===== config.mk =====
export PLATFORM = sky130hd
export DESIGN_NAME = ysyx_24110015_idu
export DESIGN_NICKNAME = d
export VERILOG_FILES = /design/src/rtl/ysyx_24110015_pkg.sv /design/src/rtl/ysyx_24110015_imm_gen.sv /design/src/rtl/ysyx_24110015_idu.sv
export SDC_FILE = /design/constraint.sdc
export NUM_CORES = 1
export LEC_CHECK = 0
export CAP_MARGIN = 10
export CORE_ASPECT_RATIO = 2
export CORE_MARGIN = 2
export CORE_UTILIZATION = 25
export DETAILED_ROUTE_END_ITERATION = 6
export SYNTH_ARGS = -nofsm -noshare
export SYNTH_HDL_FRONTEND = slang
export SYNTH_SLANG_ARGS = --single-unit

===== constraint.sdc =====
create_clock -name clk -period 6.75 [get_ports clk]
set_clock_uncertainty 0.15 [all_clocks]
set_input_delay 1.0125 -clock clk [delete_from_list [all_inputs] [get_ports clk]]
set_output_delay 1.0125 -clock clk [all_outputs]
set_load 0.02 [all_outputs]

===== src/rtl/ysyx_24110015_pkg.sv =====
// Shared decode constants and types for the ysyx_24110015 decode stage.
// Opcodes, ALU operation codes, memory access sizes and the decoded payload bundle.
package ysyx_24110015_pkg;

    localparam logic [6:0] OPC_LUI     = 7'b0110111;
    localparam logic [6:0] OPC_AUIPC   = 7'b0010111;
    localparam logic [6:0] OPC_JAL     = 7'b1101111;
    localparam logic [6:0] OPC_JALR    = 7'b1100111;
    localparam logic [6:0] OPC_BRANCH  = 7'b1100011;
    localparam logic [6:0] OPC_LOAD    = 7'b0000011;
    localparam logic [6:0] OPC_STORE   = 7'b0100011;
    localparam logic [6:0] OPC_OPIMM   = 7'b0010011;
    localparam logic [6:0] OPC_OP      = 7'b0110011;
    localparam logic [6:0] OPC_MISCMEM = 7'b0001111;
    localparam logic [6:0] OPC_SYSTEM  = 7'b1110011;

    localparam logic [31:0] INST_EBREAK = 32'h0010_0073;

    typedef enum logic [3:0] {
        ALU_ADD, ALU_SUB, ALU_SLL, ALU_SLT, ALU_SLTU, ALU_XOR,
        ALU_SRL, ALU_SRA, ALU_OR, ALU_AND, ALU_COPY_B
    } alu_op_e;

    typedef enum logic [1:0] {
        MEM_B = 2'd0,
        MEM_H = 2'd1,
        MEM_W = 2'd2
    } mem_len_e;

    typedef enum logic [2:0] {
        FMT_NONE, FMT_I, FMT_S, FMT_B, FMT_U, FMT_J, FMT_SH
    } imm_fmt_e;

    typedef enum logic {
        SLOT_EMPTY,
        SLOT_FULL
    } slot_e;

    typedef struct packed {
        logic [4:0]  rs1;
        logic [4:0]  rs2;
        logic [4:0]  rd;
        logic [31:0] imm;
        alu_op_e     alu_op;
        logic        reg_wen;
        logic        mem_ren;
        logic        mem_wen;
        mem_len_e    mem_len;
        logic        mem_sext;
        logic        branch;
        logic [2:0]  br_funct3;
        logic        jal;
        logic        jalr;
        logic        ebreak;
        logic        illegal;
    } dec_t;

    // alt selects SUB/SRA; callers pass 0 where the alternate form does not exist
    function automatic alu_op_e alu_from_funct3(input logic [2:0] f3, input logic alt);
        alu_op_e op;
        op = ALU_ADD;
        case (f3)
            3'd0:    op = alt ? ALU_SUB : ALU_ADD;
            3'd1:    op = ALU_SLL;
            3'd2:    op = ALU_SLT;
            3'd3:    op = ALU_SLTU;
            3'd4:    op = ALU_XOR;
            3'd5:    op = alt ? ALU_SRA : ALU_SRL;
            3'd6:    op = ALU_OR;
            default: op = ALU_AND;
        endcase
        return op;
    endfunction

endpackage


===== src/rtl/ysyx_24110015_imm_gen.sv =====
// Immediate generator: sign-extended I/S/B/U/J immediates and zero-extended shift amounts.
module ysyx_24110015_imm_gen
    import ysyx_24110015_pkg::*;
(
    input  logic [31:0] inst,
    input  imm_fmt_e    fmt,
    output logic [31:0] imm
);

    always_comb begin
        imm = '0;
        case (fmt)
            FMT_I:   imm = {{20{inst[31]}}, inst[31:20]};
            FMT_S:   imm = {{20{inst[31]}}, inst[31:25], inst[11:7]};
            FMT_B:   imm = {{19{inst[31]}}, inst[31], inst[7], inst[30:25], inst[11:8], 1'b0};
            FMT_U:   imm = {inst[31:12], 12'b0};
            FMT_J:   imm = {{11{inst[31]}}, inst[31], inst[19:12], inst[20], inst[30:21], 1'b0};
            FMT_SH:  imm = {27'b0, inst[24:20]};
            default: imm = '0;
        endcase
    end

endmodule


===== src/rtl/ysyx_24110015_idu.sv =====
// RV32I/E decode stage with a single registered output slot and valid/ready handshakes.
// state | meaning: SLOT_EMPTY | no result held; SLOT_FULL | decoded result presented on out_*
module ysyx_24110015_idu
    import ysyx_24110015_pkg::*;
#(
    parameter bit          RVE      = 1'b1,
    parameter logic [31:0] RESET_PC = 32'h8000_0000
) (
    input  logic        clk,
    input  logic        rst,
    input  logic        in_valid,
    output logic        in_ready,
    input  logic [31:0] in_pc,
    input  logic [31:0] in_inst,
    input  logic        flush,
    output logic        out_valid,
    input  logic        out_ready,
    output logic [31:0] out_pc,
    output logic [4:0]  out_rs1,
    output logic [4:0]  out_rs2,
    output logic [4:0]  out_rd,
    output logic [31:0] out_imm,
    output logic [3:0]  out_alu_op,
    output logic        out_reg_wen,
    output logic        out_mem_ren,
    output logic        out_mem_wen,
    output logic [1:0]  out_mem_len,
    output logic        out_mem_sext,
    output logic        out_branch,
    output logic [2:0]  out_br_funct3,
    output logic        out_jal,
    output logic        out_jalr,
    output logic        out_ebreak,
    output logic        out_illegal
);

    slot_e       state_q, state_d;
    logic        load;
    dec_t        dec_d, dec_q;
    logic [31:0] pc_q;
    imm_fmt_e    fmt;
    logic [31:0] imm;
    logic [6:0]  opcode, f7;
    logic [2:0]  f3;
    logic        use_rs1, use_rs2, use_rd, wen, bad, rve_bad;

    assign opcode = in_inst[6:0];
    assign f3     = in_inst[14:12];
    assign f7     = in_inst[31:25];

    ysyx_24110015_imm_gen u_imm_gen (
        .inst (in_inst),
        .fmt  (fmt),
        .imm  (imm)
    );

    always_comb begin
        dec_d   = '0;
        fmt     = FMT_NONE;
        use_rs1 = 1'b0;
        use_rs2 = 1'b0;
        use_rd  = 1'b0;
        wen     = 1'b0;
        bad     = 1'b0;
        case (opcode)
            OPC_LUI: begin
                use_rd = 1'b1; wen = 1'b1; fmt = FMT_U; dec_d.alu_op = ALU_COPY_B;
            end
            OPC_AUIPC: begin
                use_rd = 1'b1; wen = 1'b1; fmt = FMT_U;
            end
            OPC_JAL: begin
                use_rd = 1'b1; wen = 1'b1; fmt = FMT_J; dec_d.jal = 1'b1;
            end
            OPC_JALR: begin
                use_rd = 1'b1; use_rs1 = 1'b1; wen = 1'b1; fmt = FMT_I; dec_d.jalr = 1'b1;
                bad = (f3 != 3'd0);
            end
            OPC_BRANCH: begin
                use_rs1 = 1'b1; use_rs2 = 1'b1; fmt = FMT_B;
                dec_d.branch = 1'b1; dec_d.br_funct3 = f3; dec_d.alu_op = ALU_SUB;
                bad = (f3 == 3'd2) || (f3 == 3'd3);
            end
            OPC_LOAD: begin
                use_rd = 1'b1; use_rs1 = 1'b1; wen = 1'b1; fmt = FMT_I;
                dec_d.mem_ren  = 1'b1;
                dec_d.mem_len  = mem_len_e'(f3[1:0]);
                dec_d.mem_sext = !f3[2];
                bad = (f3 == 3'd3) || (f3 == 3'd6) || (f3 == 3'd7);
            end
            OPC_STORE: begin
                use_rs1 = 1'b1; use_rs2 = 1'b1; fmt = FMT_S;
                dec_d.mem_wen = 1'b1;
                dec_d.mem_len = mem_len_e'(f3[1:0]);
                bad = (f3 > 3'd2);
            end
            OPC_OPIMM: begin
                use_rd = 1'b1; use_rs1 = 1'b1; wen = 1'b1;
                if (f3 == 3'd1 || f3 == 3'd5) begin
                    fmt = FMT_SH;
                    dec_d.alu_op = alu_from_funct3(f3, in_inst[30]);
                    bad = (f3 == 3'd1) ? (f7 != 7'h00) : (f7 != 7'h00 && f7 != 7'h20);
                end else begin
                    fmt = FMT_I;
                    dec_d.alu_op = alu_from_funct3(f3, 1'b0);
                end
            end
            OPC_OP: begin
                use_rd = 1'b1; use_rs1 = 1'b1; use_rs2 = 1'b1; wen = 1'b1;
                dec_d.alu_op = alu_from_funct3(f3, in_inst[30]);
                bad = !((f7 == 7'h00) || (f7 == 7'h20 && (f3 == 3'd0 || f3 == 3'd5)));
            end
            // fence executes as a NOP; only the base funct3 is recognised
            OPC_MISCMEM: bad = (f3 != 3'd0);
            OPC_SYSTEM: begin
                if (in_inst == INST_EBREAK) dec_d.ebreak = 1'b1;
                else                        bad = 1'b1;
            end
            default: bad = 1'b1;
        endcase

        rve_bad = RVE && ((use_rs1 && in_inst[19]) || (use_rs2 && in_inst[24]) ||
                          (use_rd && in_inst[11]));
        dec_d.illegal = bad || rve_bad || (in_inst[1:0] != 2'b11);
        dec_d.rs1     = use_rs1 ? in_inst[19:15] : 5'd0;
        dec_d.rs2     = use_rs2 ? in_inst[24:20] : 5'd0;
        dec_d.rd      = use_rd  ? in_inst[11:7]  : 5'd0;
        dec_d.imm     = imm;
        dec_d.reg_wen = wen && (dec_d.rd != 5'd0);

        if (dec_d.illegal) begin
            dec_d.reg_wen   = 1'b0;
            dec_d.mem_ren   = 1'b0;
            dec_d.mem_wen   = 1'b0;
            dec_d.mem_len   = MEM_B;
            dec_d.mem_sext  = 1'b0;
            dec_d.branch    = 1'b0;
            dec_d.br_funct3 = 3'd0;
            dec_d.jal       = 1'b0;
            dec_d.jalr      = 1'b0;
        end
    end

    always_ff @(posedge clk or posedge rst) begin
        if (rst) state_q <= SLOT_EMPTY;
        else     state_q <= state_d;
    end

    // flush wins over a same-cycle accept; a drain with a new accept stays full
    always_comb begin
        state_d  = state_q;
        load     = 1'b0;
        in_ready = (state_q == SLOT_EMPTY) || out_ready;
        if (flush) begin
            state_d = SLOT_EMPTY;
        end else if (in_valid && in_ready) begin
            state_d = SLOT_FULL;
            load    = 1'b1;
        end else if (out_ready) begin
            state_d = SLOT_EMPTY;
        end
    end

    always_ff @(posedge clk or posedge rst) begin
        if (rst) begin
            pc_q  <= RESET_PC;
            dec_q <= '0;
        end else if (load) begin
            pc_q  <= in_pc;
            dec_q <= dec_d;
        end
    end

    assign out_valid     = (state_q == SLOT_FULL);
    assign out_pc        = pc_q;
    assign out_rs1       = dec_q.rs1;
    assign out_rs2       = dec_q.rs2;
    assign out_rd        = dec_q.rd;
    assign out_imm       = dec_q.imm;
    assign out_alu_op    = dec_q.alu_op;
    assign out_reg_wen   = dec_q.reg_wen;
    assign out_mem_ren   = dec_q.mem_ren;
    assign out_mem_wen   = dec_q.mem_wen;
    assign out_mem_len   = dec_q.mem_len;
    assign out_mem_sext  = dec_q.mem_sext;
    assign out_branch    = dec_q.branch;
    assign out_br_funct3 = dec_q.br_funct3;
    assign out_jal       = dec_q.jal;
    assign out_jalr      = dec_q.jalr;
    assign out_ebreak    = dec_q.ebreak;
    assign out_illegal   = dec_q.illegal;

endmodule

Word-level counts from Yosys, hierarchy flattened
Cells that the tools add are included.

Register bits: 98. Bits in latches: 0. Bits in writable memories: 0. Bits in read-only memories: 0. Input bits: 69. Output and inout bits: 99. Word-level logic and storage cells: 116. Memories: 0.

Add/sub/neg operators: 0. Multipliers: 0. Divide/modulo/power cells: 0. Magnitude comparators: 1. Equal/unequal tests: 28. Shift operators: 0. Muxes and demuxes: 34. Bitwise logic cells: 1. Reductions and logical operators: 34.

Operator list (count): one-hot mux 32 bit (6 select lines) (1); one-hot mux 4 bit (7 select lines) (2); == test 32 x 21 -> 1 bit (second input constant) (1); == test 7 x 6 -> 1 bit (second input constant) (4); == test 7 bit (second input constant) (4); == test 3 bit (second input constant) (7); two-way mux 1 bit (20); one-hot mux 3 bit (6 select lines) (1); one-hot mux 4 bit (4 select lines) (1); two-way mux 5 bit (3); == test 7 x 5 -> 1 bit (second input constant) (2); == test 3 x 2 -> 1 bit (second input constant) (4); two-way mux 12 bit (1); logical OR 1 bit (11); two-way mux 4 bit (2); one-hot mux 1 bit (8 select lines) (1); OR reduction 2 bit (4); == test 7 x 2 -> 1 bit (second input constant) (1); == test 7 x 4 -> 1 bit (second input constant) (1); logical AND 1 bit (7); zero test 7 bit (1); != test 7 x 6 -> 1 bit (second input constant) (1); nonzero test 7 bit (1); OR reduction 7 bit (1); 12 further kinds (16).

Logic depth before layout (Yosys ltp)
Gate-level depths: netlist of the first run.

Depth after elaboration: 9. Mapped depth: 8.

Cells and area by module
Synthesis of the first run repeated with hierarchy kept, for this count alone.

Cells, all modules: 537. Area total of the unflattened synthesis: 4660.7 um^2.

Modules (own cells, without submodules): ysyx_24110015_idu (instances 1, cells an instance 470, area each 4241.6 um^2); ysyx_24110015_imm_gen (instances 1, cells an instance 67, area each 419.2 um^2).

Worst setup path after synthesis of the first run
No wires, ideal clock.

Kind: input to register. From: input in_inst[6]. To: register dec_q (netlist bit out_imm[12]). Arrival: 2.529 ns. Required time: 6.533 ns. Setup slack: 4.004 ns. Cell stages on the path: 6. Path buffers: 1. Cell sequence: buf_2 or2_0 a211o_1 a211o_1 a2111oi_4 a221o_1.

Cells in the longest elaborated chain, start to end: 5.

RTL lines: start: declaration (line ysyx_24110015_idu.sv:14) `input logic [31:0] in_inst,`; == test 7 x 2 -> 1 bit, or another cell as far along (line ysyx_24110015_idu.sv:65) `case (opcode)`; OR reduction 2 bit (no source line); one-hot mux 3 bit (6 select lines) * (line ysyx_24110015_idu.sv:65); == test 3 bit, or another cell as far along (line ysyx_24110015_imm_gen.sv:12) `case (fmt)`; one-hot mux 32 bit (6 select lines) * (line ysyx_24110015_imm_gen.sv:12); end signal: assignment (line ysyx_24110015_idu.sv:167) `dec_q <= '0;`; end signal: assignment (line ysyx_24110015_idu.sv:170) `dec_q <= dec_d;`; end: declaration (line ysyx_24110015_idu.sv:39) `dec_t dec_d, dec_q;`.

Every way passes the cells marked *; elsewhere a longest branch is shown, timed or not. A chain may end at the register's enable or synchronous reset.

Final worst setup path of the first run
From: input out_ready. To: register dec_q (netlist bit out_imm[30]).

Cells in the longest elaborated chain, start to end: 4.

RTL lines: start: declaration (line ysyx_24110015_idu.sv:17) `input logic out_ready,`; logical OR 1 bit (line ysyx_24110015_idu.sv:153) `in_ready = (state_q == SLOT_EMPTY) || out_ready;`; logical AND 1 bit (line ysyx_24110015_idu.sv:156) `end else if (in_valid && in_ready) begin`; two-way mux 1 bit (line ysyx_24110015_idu.sv:156); two-way mux 1 bit (line ysyx_24110015_idu.sv:154) `if (flush) begin`.

No other way between the ends.

==> flow_summary.toml, run 1 <==
[pwr]
powerDensity_nw_per_um2 = 210
peakVddDrop_mv = 0.111
power.leakage_nw = 2.85

[routing]
dr_wl_met3_um = 1120
ant_nets = 0
drt-total-wl_um = 14500
drtPass1Iterations = 4
wl_met1_um = 6510
vias_per_cell = 5.01
via_count = 4117
wl_per_cell_um = 17.6
drc_errors = 0
top_layer = "met4"
met2_length_um = 6710
drt-initial-drc-count = 245

[logic_synthesis]
synth_edf_count = 0
synth_ff_type = "dfrtp_1"
ys_types = 60
syn-mean-instance-area_um2 = 9.85
synth_nets = 521
ys_seq_area_share_pct = 55.1
synth_seq_cells = 98
netlist_instances = 452
syn_area_um2 = 4450
async_flop_share_pct = 100
yosys_warnings = 0

[clock_network]
cts_hold_buf = 0
clk-insertion-delay-late_ns = 0.34
post_cts_buffers = 0
clockBufferDepth = 2
cts_tree = "built"
numClockSinks = 98
cts_buffers = 9
clk_root_buffer_cell = "clkbuf_16"
htree_levels = 3
path_clk_slew_ns = 0.07
cts_resized = 0

[sta]
finalSetupViolCount = 0
hold_viol_final = 0
max_slew.worst_pin.slew_ns = 1.16
fmaxAchievable_ghz = 0.262
finalSetupTns_ns = 0
hold_ws_ns = 0.315
finalCritPeriodShare_pct = 56.4
rsz0062_at_grt = "false"
period_minus_slack_ns = 3.81
slew_headroom_pct = 22.3
maxSlewViolCount = 0

[global_routing]
grt_pass1_vias = 4085
overflow = 0
antenna_found_initial = 0
grt_max_degree = 83
grtUsageTotal_pct = 15.1
grt_pass1_wl_um = 22900

[worst_setup_path]
cp.depth = 7
crit_arrival_ns = 3.94
startpoint_type = "input pin"
cpPeakStageDelay_ns = 0.77
rrSetupSlack_ns = 3.58
critical-path-top-delay-family = "compound AO/OA/AOI/OAI gates"
path_cells = "clkdlybuf4s50_1 > nor2b_1 > inv_1 > nand3b_1 > a211o_1 > a211oi_2 > a221o_1"
criticalPathCategory = "in -> reg"
crit_path_end_kind = "flop"
rr_worst_depth = 6
cp_num_buf_inv = 2
slowest_stage = "nand3b_1"
required_ns = 6.88
crit_fanout = 26

[layout]
area_delta_synth_final_pct = 48.2
fin_nets = 673
drive_above_1_share_pct = 4.93
most-common-layout-cells = "clkdlybuf4s50_1 (167), nand2_1 (137), dfrtp_1 (97)"
diodes = 0
final_common_cell = "clkdlybuf4s50_1"

[flow_run]
maxCapViolCount = 0

[floorplan]
row_count = 69
die_w_um = 98.4
die_area_um2 = 19000
die_y_um = 193
num_io_pins = 168
initial_core_util_pct = 25.3
design.core.area_um2 = 17600

[min_path]
holdPathStages = 2
worstHoldPathType = "reg -> reg"

[placement]
port_buffers = 167
place_congestion = 0.861
dpl.hpwl_um = 10600

[run_status]
status = "finished, final reports clean"
routing by layer:
layer / GRT usage, % / vias to the layer above
li1: - / 1918
met1: 21.1 / 1982
met2: 23.7 / 206
met3: 3.30 / 11
met4: 4.00 / 0
met5: 0 / -
kinds of logic after synthesis:
family / Yosys count / synth area share [%]
buffers and inverters: 38 / 3.57
AOI/OAI and AO/OA: 105 / 19.6
xor gates and xnor gates: 1 / 0.197
and+or+nand+nor: 210 / 21.6
DFF: 98 / 55.1
stage by stage:
step	cell area (um2)	power [mW]	worst slack (ns)	utilization (%)	instances
after floorplan	4450	0.764	3.03	-	452
after global placement	6310	0.902	2.56	35.8	806
after detailed placement	6310	0.905	2.51	35.8	806
after CTS	6600	1.41	2.85	37.5	822
after global routing	6600	1.45	2.69	37.5	822
final	6600	1.39	2.94	37.5	822
cell type report:
| type | count | area (um2) |
|---|---|---|
| Timing Repair Buffer | 171 | 1710 |
| Tap cell | 213 | 267 |
| Multi-Input combinational cell | 316 | 1850 |
| Fill cell | 1794 | 11000 |
| Clock buffer | 9 | 225 |
| Clock inverter | 7 | 61.3 |
| Inverter | 8 | 32.5 |
| Sequential cell | 98 | 2450 |
synthesized netlist by cell type (2+ instances only):
cell	instances	area [um2]
buf_2	7	35.0
dfrtp_1	97	2430
o2111ai_1	2	17.5
nand2_1	137	514
and4b_1	2	20.0
and3b_1	3	26.3
nor4b_1	2	17.5
a21oi_1	3	15.0
nand4_1	5	31.3
nor4_1	2	12.5
a221o_1	22	220
o211ai_1	2	15.0
nor3_1	7	35.0
a31oi_1	3	18.8
o21ai_0	11	55.1
a21o_1	3	22.5
a22o_1	17	149
nand3b_1	2	15.0
o211a_1	2	20.0
nand2b_1	4	25.0
o31ai_1	10	75.1
a22oi_1	3	22.5
a211oi_1	2	15.0
inv_1	8	30.0
nand4bb_1	2	22.5
and3_1	2	12.5
o21ai_1	3	15.0
a211o_1	3	26.3
nor2_1	16	60.1
nor2b_1	6	37.5
a21boi_0	2	15.0
clkbuf_1	22	82.6
and2_1	3	18.8
a221oi_1	3	26.3
nand3_1	9	45.0
registers in the layout, summed over array words and instances, names as in the netlist:
name / flops
out_imm: 32
out_pc: 32
out_rd: 5
out_rs1: 5
out_rs2: 5
out_alu_op: 4
out_br_funct3: 3
out_mem_len: 2
out_branch: 1
out_ebreak: 1
out_illegal: 1
out_jal: 1
out_jalr: 1
out_mem_ren: 1
out_mem_sext: 1
out_mem_wen: 1
out_reg_wen: 1
out_valid: 1
worst reg2reg max path, stage by stage, from the launching register on:
cell and delay [ns]:
dfrtp_1 0.39, nor2b_1 0.17, inv_1 0.08, nand3b_1 0.77, a211o_1 0.72, a211oi_2 0.62
a221o_1 0.21
power by group:
group / switching (mW) / total [mW] / internal [mW]
Sequential: 0.0183 / 0.638 / 0.620
Combinational: 0.137 / 0.253 / 0.116
Clock: 0.241 / 0.498 / 0.257
Total: 0.396 / 1.39 / 0.993
final timing paths:
| path | from | to |
|---|---|---|
| setup reg to reg | out_valid | out_imm[30] |
| hold / removal | out_pc[31] | out_pc[31] |
| hold reg to reg | out_pc[31] | out_pc[31] |
| max in group asynchronous | rst | out_valid |
| setup / recovery | out_ready | out_imm[30] |
| min in group asynchronous | rst | out_pc[0] |
No activity file was read; power rests on OpenSTA's default activity.
==> run 2: changes to the inputs <==
==> constraint.sdc (replaced) <==
create_clock -name clk -period 3.3 [get_ports clk]
set_clock_uncertainty 0.15 [all_clocks]
set_input_delay 0.495 -clock clk [delete_from_list [all_inputs] [get_ports clk]]
set_output_delay 0.495 -clock clk [all_outputs]
set_load 0.02 [all_outputs]
==> run 2 against run 1 <==
Compared with the run above: final cell count increased by 2.2%; first-iteration DRC count decreased by 1.6%; sequential power increased by 100%; worst setup slack got worse by 2.4 ns; clock power increased by 99%; cell area increased by 1.8%; via count increased by 2.2%; combinational power increased by 110%; register-to-register slack got worse by 2.6 ns; global-route usage increased by 1.0 points; clock-buffer cell count increased by 2; power increased by 100%; highest routed layer unchanged.
==> flow_summary.toml, run 2 (synthesis results as in run 1) <==
[placement]
dpl.hpwl_um = 11200
place_ws_ns = 0.222
place_inst = 824
place_congestion = 0.895
port_buffers = 167
placed_cell_area_um2 = 6450

[pwr]
p_total_mw = 2.83
power.leakage_nw = 2.92
peakVddDrop_mv = 0.203
powerDensity_nw_per_um2 = 421

[clock_network]
htree_levels = 3
cts_tree = "built"
post_cts_buffers = 0
path_clk_slew_ns = 0.07
clockBufferDepth = 2
cts_hold_buf = 0
cts_buffers = 9
clk_root_buffer_cell = "clkbuf_16"
clk-insertion-delay-late_ns = 0.34
cts_resized = 0
numClockSinks = 98

[worst_setup_path]
crit_fanout = 11
crit_path_end_kind = "flop"
rr_startpoint = "out_valid"
criticalPathCategory = "in -> reg"
startpoint_type = "input pin"
rrSetupSlack_ns = 0.97
crit_arrival_ns = 2.91
worstReg2RegEnd = "out_imm[18]"
required_ns = 3.43
rr_worst_depth = 6

[routing]
dr_wl_met3_um = 1070
top_layer = "met4"
wl_met1_um = 6870
met2_length_um = 7070
via_count = 4206
drt-initial-drc-count = 241
wl_per_cell_um = 18.1
drtPass1Iterations = 5
ant_nets = 0
drc_errors = 0
vias_per_cell = 5.01
drt-total-wl_um = 15200

[sta]
slew_headroom_pct = 36.3
finalCritPeriodShare_pct = 84.2
hold_viol_final = 0
finalSetupViolCount = 0
maxSlewViolCount = 0
hold_ws_ns = 0.316
rsz0062_at_grt = "false"
max_slew.worst_pin.slew_ns = 0.950
fmaxAchievable_ghz = 0.360
fin_ws_ns = 0.521
period_minus_slack_ns = 2.78
finalSetupTns_ns = 0

[floorplan]
num_io_pins = 168
initial_core_util_pct = 25.3
die_area_um2 = 19000
row_count = 69
design.core.area_um2 = 17600
die_w_um = 98.4
die_y_um = 193

[global_routing]
grt_max_degree = 58
grt_pass1_wl_um = 24000
antenna_found_initial = 0
overflow = 0
grtUsageTotal_pct = 16.1
grt_pass1_vias = 4127

[layout]
most-common-layout-cells = "clkdlybuf4s50_1 (167), nand2_1 (137), dfrtp_1 (97)"
diodes = 0
fin_nets = 691
final_common_cell = "clkdlybuf4s50_1"
drive_above_1_share_pct = 7.34
post-route-cell-area_um2 = 6720
area_delta_synth_final_pct = 50.9
fin_util_pct = 38.2
fin_cells = 840

[min_path]
hold_end = "out_rd[1]"
holdPathStages = 2
worstHoldPathType = "reg -> reg"
hold_start = "out_rd[1]"

[flow_run]
maxCapViolCount = 0

[run_status]
status = "finished, final reports clean"
## run 2: area by class of cell
cell class	count	area, um2
multi-input combinational	316	1850
clock buffer	11	233
timing repair buffer	189	1850
tap	213	267
fill	1789	10900
clock inverter	5	40.0
inverter	8	32.5
sequential	98	2450
## run 2: report_power, final
part / internal (mW) / switching, mW / total (mW)
logic: 0.248 / 0.289 / 0.536
clock network: 0.517 / 0.474 / 0.991
registers: 1.27 / 0.0339 / 1.30
## run 2: metal layers
layer / up-vias / track usage (%)
met4: 0 / 4.79
li1: 1953 / -
met1: 2052 / 22.7
met2: 186 / 24.5
met5: - / 0
met3: 15 / 3.95
## run 2: how the worst max path moves through the flow
stage,to,slack [ns],depth (start not counted),start
3_3_place_gp,out_imm[28],0.28,6,in_inst[5]
5_1_grt,out_imm[23],0.39,6,in_inst[5]
6_report,out_imm[28],0.52,6,in_inst[5]
2_1_floorplan,out_alu_op[0],0.09,1,rst
4_1_cts,out_imm[28],0.58,6,in_inst[5]
3_5_place_dp,out_imm[28],0.22,6,in_inst[4]
## run 2: worst max-delay path, cell delays in order
cell	delay, ns
clkdlybuf4s50_1	0.63
and4b_1	0.34
o2111ai_1	0.18
a22o_1	0.33
a211oi_2	0.71
a221o_1	0.23
